### src/rtl/pwl_pkg.sv
// pwl_pkg -- shared definitions for the piecewise-linear segment selector.
//
// Contents:
//   PWL_SEL_BP / PWL_SEL_M / PWL_SEL_C : cfg_sel encodings (3 is reserved)
//   PWL_MAX_W                          : widest sign-magnitude value supported
//   pwl_sm_norm(x, w)                  : maps -0 to +0 for a w-bit value
//   pwl_sm_lt(a, b, w)                 : sign-magnitude a < b for w-bit values
//
// Both functions work on the low w bits of a PWL_MAX_W-wide argument.
// Callers zero-extend their operands into that width and truncate the result.
package pwl_pkg;

  localparam logic [1:0] PWL_SEL_BP = 2'd0;
  localparam logic [1:0] PWL_SEL_M  = 2'd1;
  localparam logic [1:0] PWL_SEL_C  = 2'd2;

  localparam int PWL_MAX_W = 64;

  function automatic logic [PWL_MAX_W-1:0] pwl_sm_norm(input logic [PWL_MAX_W-1:0] x,
                                                       input int w);
    logic [PWL_MAX_W-1:0] mag_mask;
    logic                 sign;
    mag_mask = (PWL_MAX_W'(1) << (w - 1)) - PWL_MAX_W'(1);
    sign     = ((x >> (w - 1)) & PWL_MAX_W'(1)) != '0;
    if (sign && ((x & mag_mask) == '0)) begin
      return '0;
    end
    return x;
  endfunction

  function automatic logic pwl_sm_lt(input logic [PWL_MAX_W-1:0] a,
                                     input logic [PWL_MAX_W-1:0] b,
                                     input int w);
    logic [PWL_MAX_W-1:0] mag_mask;
    logic [PWL_MAX_W-1:0] ma;
    logic [PWL_MAX_W-1:0] mb;
    logic                 sa;
    logic                 sb;
    mag_mask = (PWL_MAX_W'(1) << (w - 1)) - PWL_MAX_W'(1);
    ma = a & mag_mask;
    mb = b & mag_mask;
    sa = ((a >> (w - 1)) & PWL_MAX_W'(1)) != '0;
    sb = ((b >> (w - 1)) & PWL_MAX_W'(1)) != '0;
    // Both zero (either sign) compare equal, so never less-than.
    if ((ma == '0) && (mb == '0)) begin
      return 1'b0;
    end
    if (sa != sb) begin
      return sa;
    end
    // Among negatives the larger magnitude is the smaller value.
    if (!sa) begin
      return ma < mb;
    end
    return ma > mb;
  endfunction

endpackage

### src/rtl/pwl_sm_compare.sv
// pwl_sm_compare -- one sign-magnitude less-than comparator.
//
// Ports:
//   a  [DATA_W-1:0] in  : left operand, sign-magnitude
//   b  [DATA_W-1:0] in  : right operand, sign-magnitude
//   lt              out : 1 when a < b in sign-magnitude order
module pwl_sm_compare
  import pwl_pkg::*;
#(
  parameter int DATA_W = 16
) (
  input  logic [DATA_W-1:0] a,
  input  logic [DATA_W-1:0] b,
  output logic              lt
);

  assign lt = pwl_sm_lt(PWL_MAX_W'(a), PWL_MAX_W'(b), DATA_W);

endmodule

### src/rtl/pwl_segment_select.sv
// pwl_segment_select -- pipelined piecewise-linear segment selector.
//
// Compares a sign-magnitude sample against an ascending breakpoint table and
// returns slope/intercept of the matching segment along with the sample.
// Two register stages: S1 holds the normalised sample and segment index,
// S2 holds the output sample and the m/c table read.
//
// Ports:
//   clk, reset (async, active-high)
//   in_valid / in_ready / in_data     : sample input handshake
//   out_valid / out_ready             : result handshake
//   out_data, out_m, out_c            : normalised sample, slope, intercept
//   out_seg                           : segment index (only with PWL_SEG_IDX_EN)
//   cfg_we, cfg_sel, cfg_addr,
//   cfg_wdata, cfg_ready              : table write port, only while pipeline empty
//
// Build option: define PWL_SEG_IDX_EN to add the out_seg output.
module pwl_segment_select
  import pwl_pkg::*;
#(
  parameter int DATA_W = 16,
  parameter int NSEG   = 9,
  parameter int AW     = $clog2(NSEG)
) (
  input  logic              clk,
  input  logic              reset,
  input  logic              in_valid,
  output logic              in_ready,
  input  logic [DATA_W-1:0] in_data,
  output logic              out_valid,
  input  logic              out_ready,
  output logic [DATA_W-1:0] out_data,
  output logic [DATA_W-1:0] out_m,
  output logic [DATA_W-1:0] out_c,
`ifdef PWL_SEG_IDX_EN
  output logic [AW-1:0]     out_seg,
`endif
  input  logic              cfg_we,
  input  logic [1:0]        cfg_sel,
  input  logic [AW-1:0]     cfg_addr,
  input  logic [DATA_W-1:0] cfg_wdata,
  output logic              cfg_ready
);

  logic [DATA_W-1:0] bp_reg [NSEG-1];
  logic [DATA_W-1:0] m_reg  [NSEG];
  logic [DATA_W-1:0] c_reg  [NSEG];

  logic              s1_valid_reg;
  logic [DATA_W-1:0] s1_data_reg;
  logic [AW-1:0]     s1_seg_reg;

  logic              s2_load;
  logic              s1_load;
  logic              cfg_write;
  logic [DATA_W-1:0] data_norm;
  logic [NSEG-2:0]   flag;
  logic [AW-1:0]     seg_next;

  assign s2_load   = !out_valid || out_ready;
  assign s1_load   = !s1_valid_reg || s2_load;
  assign in_ready  = !cfg_we && s1_load;
  assign cfg_ready = !s1_valid_reg && !out_valid;
  assign cfg_write = cfg_we && cfg_ready;

  assign data_norm = DATA_W'(pwl_sm_norm(PWL_MAX_W'(in_data), DATA_W));

  // Tables: addresses past the end never match, and cfg_sel = 3 matches
  // no table, so both are silently ignored.
  always_ff @(posedge clk or posedge reset) begin
    if (reset) begin
      for (int i = 0; i < NSEG - 1; i++) bp_reg[i] <= '0;
      for (int i = 0; i < NSEG; i++) begin
        m_reg[i] <= '0;
        c_reg[i] <= '0;
      end
    end else if (cfg_write) begin
      for (int i = 0; i < NSEG - 1; i++) begin
        if ((cfg_sel == PWL_SEL_BP) && (cfg_addr == AW'(i))) bp_reg[i] <= cfg_wdata;
      end
      for (int i = 0; i < NSEG; i++) begin
        if ((cfg_sel == PWL_SEL_M) && (cfg_addr == AW'(i))) m_reg[i] <= cfg_wdata;
        if ((cfg_sel == PWL_SEL_C) && (cfg_addr == AW'(i))) c_reg[i] <= cfg_wdata;
      end
    end
  end

  generate
    for (genvar gi = 0; gi < NSEG - 1; gi++) begin : g_cmp
      pwl_sm_compare #(.DATA_W(DATA_W)) u_cmp (
        .a  (data_norm),
        .b  (bp_reg[gi]),
        .lt (flag[gi])
      );
    end
  endgenerate

  // Lowest set flag wins; scanning downward lets the lowest index overwrite.
  always_comb begin
    seg_next = AW'(NSEG - 1);
    for (int i = NSEG - 2; i >= 0; i--) begin
      if (flag[i]) seg_next = AW'(i);
    end
  end

  always_ff @(posedge clk or posedge reset) begin
    if (reset) begin
      s1_valid_reg <= 1'b0;
      s1_data_reg  <= '0;
      s1_seg_reg   <= '0;
    end else if (s1_load) begin
      s1_valid_reg <= in_valid && in_ready;
      if (in_valid && in_ready) begin
        s1_data_reg <= data_norm;
        s1_seg_reg  <= seg_next;
      end
    end
  end

  always_ff @(posedge clk or posedge reset) begin
    if (reset) begin
      out_valid <= 1'b0;
      out_data  <= '0;
      out_m     <= '0;
      out_c     <= '0;
`ifdef PWL_SEG_IDX_EN
      out_seg   <= '0;
`endif
    end else if (s2_load) begin
      out_valid <= s1_valid_reg;
      if (s1_valid_reg) begin
        out_data <= s1_data_reg;
        out_m    <= m_reg[s1_seg_reg];
        out_c    <= c_reg[s1_seg_reg];
`ifdef PWL_SEG_IDX_EN
        out_seg  <= s1_seg_reg;
`endif
      end
    end
  end

endmodule

### config.mk
export PLATFORM = sky130hd
export DESIGN_NAME = pwl_segment_select
export DESIGN_NICKNAME = d
export VERILOG_FILES = /design/src/rtl/pwl_pkg.sv /design/src/rtl/pwl_sm_compare.sv /design/src/rtl/pwl_segment_select.sv
export SDC_FILE = /design/constraint.sdc
export NUM_CORES = 1
export LEC_CHECK = 0
export BUFFER_PORTS_ARGS = -buffer_cell sky130_fd_sc_hd__buf_2
export CORE_MARGIN = 2
export CORE_UTILIZATION = 30
export DETAILED_ROUTE_END_ITERATION = 16
export GPL_ROUTABILITY_DRIVEN = 0
export SLEW_MARGIN = 0
export SYNTH_ARGS = -nofsm -noshare
export SYNTH_HDL_FRONTEND = slang
export SYNTH_HIERARCHICAL = 1
export SYNTH_SLANG_ARGS = --single-unit
### constraint.sdc
create_clock -name clk -period 15.69 [get_ports clk]
set_clock_uncertainty 0.1 [all_clocks]
set_input_delay 1.569 -clock clk [delete_from_list [all_inputs] [get_ports clk]]
set_output_delay 1.569 -clock clk [all_outputs]
set_load 0.01 [all_outputs]
==> metrics.md <==
| Metric | Value |
|---|---|
| Status | complete, no violations |
| Synth Cell Area | between 20000 and 25000 µm² |
| Dpl cell area | 25600 µm² |
| DRT Wirelength | 66600 µm |
| Min-delay src | out_data[15] |
| CTS Root Cell | clkbuf_16 |
| Clk slew on worst S/H paths | 0.06 ns |
| Setup violators final | 0 |
| Crit share post-route | approximately 28% |
| CTS tree | done |
| GRT overflow | 0 |
| YS warnings | 6 |
| Shortest period the worst path allows | 4.45 ns |
| Number of nets with antenna violations after routing | 0 |
| CP arrival | 2.78 ns |
| Fin area | 27300 µm² |
| Largest net degree at the start of global routing | 183 |
| # resized after CTS | 0 |
| DRC viols | 0 |
| Die H | 288 µm |
| Sequential share of the synthesized area | between 50% and 60% |
| Clk buf depth | 3 |
| WS Path Type | primary input to output pin |
| # IOs | 94 |
| Yosys cell types | 52 |
| Setup crit start kind | primary input |
| Drt pass-1 iters | 5 |
| Yosys reg bits | between 400 and 500 |
| VDD IR max | about 0.084 mV |
| Setup ws final | 11.24 ns |
| Multi-input gate area | approximately 11000 µm² |
| Mean area per synthesized cell | 13.3 µm² |
| Global-route wire length before repair | 101000 µm |
| Post-synthesis cell count | ~1800 |
| # port buffers | 93 |
| Worst Tran Pin Value | 1.39 ns |
| Vias in the first global route | 16362 |
| Layout cells sized above 1 | 40.9% |
| Crit-path max FO | 6 |
| Post-synth EDFFs | 0 |
| FFs w/ async S/R, synth | 100% |
| Num rows | 104 |
| Die Footprint | 83200 µm² |
| Synth Net Count | 1983 |
| Crit. End Element | output pin |
| Postcts setup bufs | 0 |
| Initial Util | 30.2% |
| Final Net Count | 2024 |
| Number of clock sinks | 486 |
| F_max | 225 MHz |
| Initial antenna violation count | 4 |
| Die X | 288 µm |
| RSZ-0062 raised after global routing | false |
| Most used DFF post-synth | dfrtp_1 |
| Cts hold-fix bufs | 0 |
| Power Density | between 100 and 150 nW/µm² |
| Pre-CTS WS | 10.79 ns |
| Worst Setup SP | out_ready |
| CTS H-tree depth | 2 |
| Hold Violations, Final | 0 |
| Total CTS buffers | 48 |
| DR WL/cell | 22.5 µm |
| Max-slew violations | 0 |
| Final core occ | 33.9% |
| Layout fillers | 7859 |
| Initial DRC Count | 1253 |
| Layout area overhead | 12.3% |
| Leakage power | 12.5 nW |
| Worst-Skew Late Latency | 0.60 ns |
| DR vias | 15646 |
| Relative slew slack | 5.91% |
| Via/cell ratio | roughly 5.3 |
| Sequential Area | 12200 µm² |
| Req. time, crit path | 14.02 ns |
| Aggregate global-route resource usage | 16.0% |
| Max_cap viols | 0 |
| Final setup TNS | 0 ns |
| Worst Hold Class | flip-flop to flip-flop |
| Final HPWL DP | 40400 µm |
| R2R Path Start | s1_valid_reg |
| Core ar. | 80300 µm² |
-- path summary, 6_finish.rpt --
check	end	slack, ns	cells past startpoint
max	in_ready	11.24	4
min	out_data[15]	0.40	1
max reg2reg	bp_reg[77]	12.57	4
min reg2reg	out_data[15]	0.40	1
max in group asynchronous	m_reg[105]	12.64	3
min in group asynchronous	bp_reg[108]	1.10	2
-- cell families (layout without fill, tap and decap cells) --
kind of cell    Yosys count  after routing  synth area share (%)
compound gates          148            148                  5.26
fa+ha+maj               120            120                  6.19
buf+inv                 238            314                  4.12
flops                   486            486                  50.1
mux                     512            512                  26.7
other cells               0              1                     0
simple gates            316            316                  7.63
-- through the flow --
step	instances	hold slack [ns]	power, mW
floorplan	1820	0.366	1.82
global placement	2871	0.376	1.96
detailed placement	2871	0.383	1.99
CTS	2956	0.398	3.18
global route	2956	0.410	3.29
finish	2957	0.397	3.14
-- layout make-up --
class	instances	area share, %
Antenna cell	1	0.00918
Clock buffer	72	5.21
Clock inverter	13	0.679
Inverter	127	1.78
Multi-Input combinational cell	1096	40.8
Sequential cell	486	44.6
Tap cell	1060	4.87
Timing Repair Buffer	102	2.00
-- Yosys cell counts, types with 29 or more instances --
master / number / area, µm²
a21oi_2: 32 / 280
a222oi_1: 31 / 310
buf_2: 29 / 145
clkbuf_1: 66 / 248
dfrtp_1: 486 / 12200
ha_1: 120 / 1500
inv_1: 127 / 477
mux2_2: 428 / 4820
mux4_2: 63 / 1420
nand2_1: 106 / 398
nand4_1: 40 / 250
nor2_1: 30 / 113
nor4_1: 61 / 382
-- cell usage in the layout (no fill, tap or decap), drive strengths merged, types with 11 or more instances in the layout --
| cell | n |
|---|---|
| nor4 | 66 |
| nand4 | 40 |
| a21oi | 51 |
| o21ai | 25 |
| clkbuf | 72 |
| o31ai | 11 |
| ha | 120 |
| inv | 128 |
| nand2 | 118 |
| mux2 | 448 |
| nor2 | 31 |
| mux4 | 63 |
| buf | 102 |
| dfrtp | 486 |
| a222oi | 31 |
| nor3 | 19 |
-- worst max-delay path, cell delays in order --
cell     delay (ns)
buf_2          0.11
nor2b_1        0.77
a21oi_1        0.16
buf_2          0.18
-- metal layers --
metal / track usage [%] / vias up / wire length, µm
li1: - / 6776 / -
met1: 21.9 / 8247 / 29500
met2: 25.8 / 516 / 30500
met3: 3.02 / 107 / 4890
met4: 4.68 / 0 / 1640
met5: 0 / - / 0
-- power by group --
part | internal, mW | switching (mW)
Sequential | 1.38 | 0.0897
Combinational | 0.227 | 0.262
Clock | 0.677 | 0.500
Total | 2.29 | 0.852
No activity file was read; power rests on OpenSTA's default activity.
